==> src/rtl/mux_pkg.sv <==
// rtl/mux_pkg.sv - mode constants and width helper shared by the mux/arbiter slice
package mux_pkg;

    localparam int MODE_STEER = 0;
    localparam int MODE_RR    = 1;
    localparam int MODE_PRIO  = 2;

    // Minimum index width for n items; at least 1 so a 2-channel mux still has a select bit.
    function automatic int clog2(input int n);
        int r;
        r = 1;
        for (int i = 1; i < 32; i++) begin
            if ((1 << i) < n) r = i + 1;
        end
        return r;
    endfunction

endpackage

==> src/rtl/rr_arbiter.sv <==
// rtl/rr_arbiter.sv - rotating-start arbiter; ptr tied to 0 gives fixed lowest-index priority
module rr_arbiter
    import mux_pkg::*;
#(
    parameter int N  = 4,
    parameter int IW = clog2(N)
) (
    input  logic [N-1:0]  req,
    input  logic          en,
    input  logic [IW-1:0] ptr,
    output logic [N-1:0]  grant_onehot,
    output logic [IW-1:0] grant_idx
);

    logic [IW:0]   sum;
    logic [IW-1:0] idx;
    logic          found;

    // Scan from ptr upward with wrap; the extra sum bit keeps ptr+k exact before folding back below N.
    always_comb begin
        grant_onehot = '0;
        grant_idx    = '0;
        found        = 1'b0;
        sum          = '0;
        idx          = '0;
        for (int k = 0; k < N; k++) begin
            sum = {1'b0, ptr} + (IW+1)'(k);
            if (sum >= (IW+1)'(N)) sum = sum - (IW+1)'(N);
            idx = sum[IW-1:0];
            if (!found && req[idx]) begin
                found             = 1'b1;
                grant_idx         = idx;
                grant_onehot[idx] = 1'b1;
            end
        end
        if (!en) grant_onehot = '0;
    end

endmodule

==> src/rtl/mux_arb_n.sv <==
// rtl/mux_arb_n.sv - N-channel registered mux with steered, round-robin or priority source selection
module mux_arb_n
    import mux_pkg::*;
#(
    parameter int WIDTH = 8,
    parameter int N     = 4,
    parameter int MODE  = MODE_STEER,
    localparam int SELW = clog2(N)
) (
    input  logic               clk,
    input  logic               reset,
    input  logic [N-1:0]       in_valid,
    output logic [N-1:0]       in_ready,
    input  logic [N*WIDTH-1:0] in_data,
    input  logic [SELW-1:0]    sel,
    output logic               out_valid,
    input  logic               out_ready,
    output logic [WIDTH-1:0]   out_data,
    output logic [SELW-1:0]    out_src
);

    logic            load;
    logic            xfer;
    logic [N-1:0]    sel_onehot;
    logic [N-1:0]    req;
    logic [SELW-1:0] ptr;
    logic [SELW-1:0] arb_ptr;
    logic [SELW-1:0] next_ptr;
    logic [N-1:0]    grant_onehot;
    logic [SELW-1:0] grant_idx;
    logic [WIDTH-1:0] sel_data;

    assign load = ~out_valid | out_ready;

    // Out-of-range sel matches no channel, so steering simply yields no grant.
    always_comb begin
        sel_onehot = '0;
        for (int i = 0; i < N; i++) begin
            if (sel == SELW'(i)) sel_onehot[i] = 1'b1;
        end
    end

    assign req     = (MODE == MODE_STEER) ? (in_valid & sel_onehot) : in_valid;
    assign arb_ptr = (MODE == MODE_RR) ? ptr : '0;

    // Held in reset, nothing is accepted so pending inputs survive a reset untouched.
    rr_arbiter #(.N(N), .IW(SELW)) u_arb (
        .req          (req),
        .en           (load & reset),
        .ptr          (arb_ptr),
        .grant_onehot (grant_onehot),
        .grant_idx    (grant_idx)
    );

    assign in_ready = grant_onehot;
    assign xfer     = |grant_onehot;
    assign next_ptr = (grant_idx == SELW'(N-1)) ? '0 : grant_idx + 1'b1;

    always_comb begin
        sel_data = '0;
        for (int i = 0; i < N; i++) begin
            if (grant_onehot[i]) sel_data = in_data[i*WIDTH +: WIDTH];
        end
    end

    always_ff @(posedge clk or negedge reset) begin
        if (!reset) begin
            out_valid <= 1'b0;
            out_data  <= '0;
            out_src   <= '0;
            ptr       <= '0;
        end else if (xfer) begin
            out_valid <= 1'b1;
            out_data  <= sel_data;
            out_src   <= grant_idx;
            if (MODE == MODE_RR) ptr <= next_ptr;
        end else if (out_ready) begin
            out_valid <= 1'b0;
        end
    end

endmodule

==> config.mk <==
export PLATFORM = sky130hd
export DESIGN_NAME = mux_arb_n
export DESIGN_NICKNAME = d
export VERILOG_FILES = /design/src/rtl/mux_pkg.sv /design/src/rtl/rr_arbiter.sv /design/src/rtl/mux_arb_n.sv
export SDC_FILE = /design/constraint.sdc
export NUM_CORES = 1
export LEC_CHECK = 0
export ABC_AREA = 1
export ABC_CLOCK_PERIOD_IN_PS = 1800
export CORE_ASPECT_RATIO = 0.9
export CORE_MARGIN = 8
export CORE_UTILIZATION = 32
export DETAILED_ROUTE_END_ITERATION = 8
export PLACE_DENSITY = 0.91
export SETUP_SLACK_MARGIN = 0.15
export SLEW_MARGIN = 0
export SYNTH_ARGS = -nofsm -noshare
export SYNTH_HDL_FRONTEND = slang
export SYNTH_SLANG_ARGS = --single-unit
==> constraint.sdc <==
create_clock -name clk -period 1.8 [get_ports clk]
set_clock_uncertainty 0.05 [all_clocks]
set_input_delay 0.36 -clock clk [delete_from_list [all_inputs] [get_ports clk]]
set_output_delay 0.36 -clock clk [all_outputs]
set_load 0.02 [all_outputs]
; Yosys cells after proc, flatten, opt, wreduce, memory -nomap -nowiden
; Index checks and enable logic that the tools add are counted.
[totals]
wordCells = 40
regBits = 41
out_inout_bits = 45
[classes]
eq_ne = 3
muxes = 21
n_reduce_logical = 9
n_bitwise = 4
[op_table]
columns = op, count
row1 = "== test 32 x 2 -> 1 bit, second input constant", 2
row2 = "== test 32 x 1 -> 1 bit, second input constant", 1
row3 = logical NOT 32 bit, 1
row4 = 2-to-1 mux 8 bit, 4
row5 = 2-to-1 mux 1 bit, 11
row6 = 2-to-1 mux 4 bit, 2
row7 = 2-to-1 mux 2 bit, 3
row8 = bitwise AND 4 bit, 1
row9 = OR reduction 4 bit, 1
row10 = logical AND 1 bit, 3
row11 = logical NOT 1 bit, 3
row12 = 2-to-1 mux 3 bit, 1
row13 = nonzero test 2 bit, 1
row14 = bitwise AND 1 bit, 1
row15 = NOT 1 bit, 1
row16 = OR 1 bit, 1

; Longest topological paths before layout
; Gate-level depths: netlist (run 1).
[logic_depth]
ltp_word = 18
depth_mapped = 11
depth_no_buf = 11

; Hierarchy
; Synthesis (run 1) repeated with hierarchy kept, for this count alone.
[unflattened]
hier_cells = 2124
area_unflattened_um2 = 10961.8
[modules_own_cells]
columns = module, seq_area_each_um2, area_per_inst_um2, cells_each, n_inst
row1 = rr_arbiter, 0.0, 8868.5, 1856, 1
row2 = mux_arb_n, 1026.0, 2093.3, 268, 1

; Least setup slack after synthesis (run 1)
; Ideal clock, no wire load.
[synth_timing]
path_kind = input to output
start = input sel[15]
end = output in_ready[0]
setup_slack_ns = -0.045
required_ns = 1.390
path_stages = 8
path_buffers = 1
arrival_ns = 1.435
cell_sequence = nor2_1 -> nand2_1 -> nor2_4 -> nand2_2 -> nor2_8 -> buf_4 -> nand2_1 -> nor2_1
[synth_via]
elab_chain_cells = 8
[synth_rtl]
columns = item, line
row1 = start: declaration, mux_arb_n.sv:15  ; input logic [SELW-1:0] sel,
row2 = logical NOT 32 bit, mux_arb_n.sv:39  ; if (sel == SELW'(i)) sel_onehot[i] = 1'b1;
row3 = 2-to-1 mux 1 bit, mux_arb_n.sv:39
row4 = bitwise AND 4 bit, mux_arb_n.sv:43  ; assign req = (MODE == MODE_STEER) ? (in_valid & sel_onehot) : in_valid;
row5 = 2-to-1 mux 1 bit, rr_arbiter.sv:30  ; if (!found && req[idx]) begin
row6 = 2-to-1 mux 2 bit, rr_arbiter.sv:30
row7 = 2-to-1 mux 3 bit, rr_arbiter.sv:30
row8 = 2-to-1 mux 4 bit, rr_arbiter.sv:30
row9 = 2-to-1 mux 4 bit, rr_arbiter.sv:36  ; if (!en) grant_onehot = '0;
row10 = end: declaration, mux_arb_n.sv:13  ; output logic [N-1:0] in_ready,
; Every way passes these cells.

; Worst setup path after layout (run 1)
[layout_timing]
start = input sel[17]
end = output in_ready[2]
[layout_via]
elab_chain_cells = 12
word_cells_on_any_way = 16
cone_classes = eq/ne (2) / mux (8) / bitwise (1) / reduce/logical (5)
[layout_rtl]
columns = item, line
row1 = logical NOT 32 bit, mux_arb_n.sv:39
row2 = 2-to-1 mux 1 bit, mux_arb_n.sv:39
row3 = bitwise AND 4 bit *, mux_arb_n.sv:43
row4 = 2-to-1 mux 1 bit, rr_arbiter.sv:30
row5 = logical NOT 1 bit, rr_arbiter.sv:30
row6 = logical AND 1 bit, rr_arbiter.sv:30
row7 = 2-to-1 mux 1 bit, rr_arbiter.sv:30
row8 = logical NOT 1 bit, rr_arbiter.sv:30
row9 = logical AND 1 bit *, rr_arbiter.sv:30
row10 = 2-to-1 mux 3 bit *, rr_arbiter.sv:30
row11 = 2-to-1 mux 4 bit *, rr_arbiter.sv:30
row12 = 2-to-1 mux 4 bit *, rr_arbiter.sv:36
; Mark *: on every way between the ends. The rest lies on a longest branch, timed or not.

==> flow_metrics.tcl, run 1 <==
set metrics [dict create \
    synth.cell_area_um2 1340 \
    worstSkewPairLatency_ps 250 \
    p_leak_nw 1.43 \
    io_buffer_count 85 \
    coreArea_um2 4050 \
    async_reset_ff_share_pct 100 \
    yosys.cell_count.top_type "nand2_1" \
    grt_setup_unrepaired "true" \
    antenna_left 0 \
    drt_wl_total_mm 5.37 \
    top_level_ports 116 \
    grt_use_total_pct 14.7 \
    clock_sinks 11 \
    vias 1778 \
    finalCritPeriodShare_pct 95.4 \
    yosys_warnings 0 \
    initial_core_util_pct 33.1 \
    cpMostUsedCell "nor2_4" \
    max_freq_mhz 582 \
    regArea_um2 275 \
    fp.dieH_um 77.4 \
    ys_top_cells_by_count "nand2_1 (60), buf_4 (31), nor2_1 (26), nand4_1 (25), inv_1 (21)" \
    startpoint_type "input pin" \
    setup_ws_ps 82.6 \
    htree_num_levels 1 \
    synth-edff-count 0 \
    synthDistinctLibCells 21 \
    numCtsBuffers 3 \
    outcome "complete, no violations" \
    place_ws_ps -766 \
    row_count 22 \
    crit_chain "buf_6 > nor2_4 > nand2_2 > nor2_4 > nand2_4 > nor2_4 > nand2_2 > nor2_4 > buf_6" \
    yosys.area.top_type "dfrtp_1" \
    clock-root-buffer "clkbuf_8" \
    avgSynthCellArea_um2 6.11 \
    cts_max_path_buffers 2 \
    synthDominantCellAreaShare_pct 20.6 \
    ff2ff_path_depth 12 \
    worstPathRequired_ps 1390 \
    globalRouteOverflowTotal 0 \
    drive_above_1_share_pct 42.0 \
    path_clk_slew_ps 50 \
    gp_congestion 0.840 \
    setup_viol 0 \
    final-max-slew-violation-count 0 \
    wl_per_cell_um 14.0 \
    die_w_um 84.2 \
    die_area_um2 6510 \
    fin_crit_ps 1720 \
    grt_pass1_vias 1824 \
    yosys-top-cells-area "dfrtp_1 (21%), buf_4 (17%), nand2_1 (17%)" \
    ys.flop_type "dfrtp_1" \
    final_core_util_pct 66.2 \
    critPathCaptureType "output pin" \
    cpMaxStageDelayCell "buf_6" \
    viasPerCell 4.63 \
    max_stage_delay_ps 130 \
    syn_to_final_growth_pct 100 \
    cp.arrival_ps 1310 \
    synth.yosys.seq_area_share_pct 20.6 \
    multiInputGateArea_um2 1090 \
    power.density_nw_per_um2 307 \
    ys_seq_elements 11 \
    nNetsFinal 408 \
    worst-path-max-fanout 4 \
    dpl.hpwl_mm 4.03 \
    max-cap-violations 0 \
    drc 0 \
    cts_tree "built" \
    grt_max_degree 19 \
    antenna_found_initial 0 \
    criticalPathCategory "in -> out" \
    drt_iter0_markers 89 \
    dr.pass1.iters 4 \
    hold_class "in -> async" \
    grt_pass1_wl_mm 8.17 \
    n_antenna_cell 0 \
    syn_inst 219 \
    finalHoldViolCount 0 \
    peakVddDrop_mv 0.223 \
    n_fill_cell 338 \
]
## timing repair
action,CTS,global route
cloned,0,1
pin swaps,40,26
setup buffers,7,4
setup endpoints to repair,15,18
hold buffers,0,0
gates resized for setup,166,58
## final timing paths
check	start	endpoint	slack, ps
max	sel[17]	in_ready[2]	80
min	reset	out_data[5]$_DFFE_PN0P_	190
max reg2reg	out_valid$_DFFE_PN0P_	out_data[4]$_DFFE_PN0P_	280
min reg2reg	out_data[7]$_DFFE_PN0P_	out_data[7]$_DFFE_PN0P_	430
max in group asynchronous	reset	out_data[7]$_DFFE_PN0P_	1350
min in group clk	out_data[7]$_DFFE_PN0P_	out_data[7]$_DFFE_PN0P_	430
## placed cells by master (no fill, tap or decap), types with 11 or more instances in the layout
master           count
nor2_2              12
clkdlybuf4s50_1     41
nand2_2             19
nand3_1             12
conb_1              30
nand4_1             25
buf_6               27
inv_1               19
nor2_4              20
nand2_1             41
buf_4               30
dfrtp_1             11
## state kept, by name (all words and copies together) (netlist names)
signal     count
out_valid      1
out_data       8
out_src        2
## where the power goes
part           internal [W]  leakage, nW  total [W]      switching, W
logic              0.000161         1.25   0.000320          0.000158
registers          0.000248        0.154   0.000248  0.00000000000221
clock network      0.000156       0.0228   0.000255         0.0000989
total              0.000565         1.43   0.000822          0.000257
## worst max-delay path, delay by kind of cell
family        cells  cell delay (ps)
buf+inv           2              230
simple gates      7              710
## through the flow
stage	cell area [µm²]	cells	TNS [ps]	total power, W	hold WS, ps
3_3_place_gp	2280	368	-7060	0.000525	407
6_report	2680	384	0	0.000822	192
2_1_floorplan	1460	248	0	0.000396	14.4
3_5_place_dp	2280	368	-7410	0.000529	422
4_1_cts	2410	379	0	0.000786	186
5_1_grt	2680	384	0	0.000863	211
## cell families (layout without fill, tap and decap cells)
group / Yosys count / count (layout) / synth area share [%]
buf+inv: 63 / 150 / 27.0
other cells: 1 / 30 / 0.280
compound gates: 1 / 1 / 0.654
flops: 11 / 11 / 20.6
simple gates: 143 / 144 / 51.5
## layout make-up
cell class                      count  share of cell area (%)
Inverter                           28                    4.02
Multi-Input combinational cell    175                    40.9
Clock buffer                        4                    1.68
Tap cell                           48                    2.24
Timing Repair Buffer              118                    40.9
Sequential cell                    11                    10.3
## metal layers
metal  vias to the layer above  part of all wire (%)  global-route usage [%]
met2                        94                    54                    26.8
met5                         -                     0                       0
met1                       800                    37                    15.8
met4                         0                   2.4                    4.66
met3                        10                   7.2                    4.49
li1                        874                     -                       -
(Power assumes the default switching activity.)
==> run 2, diff against run 1 <==
CAP_MARGIN = 20   (was not set)
==> results of run 2 <==
Final layout, timing and power as in run 1 (identical DEF).
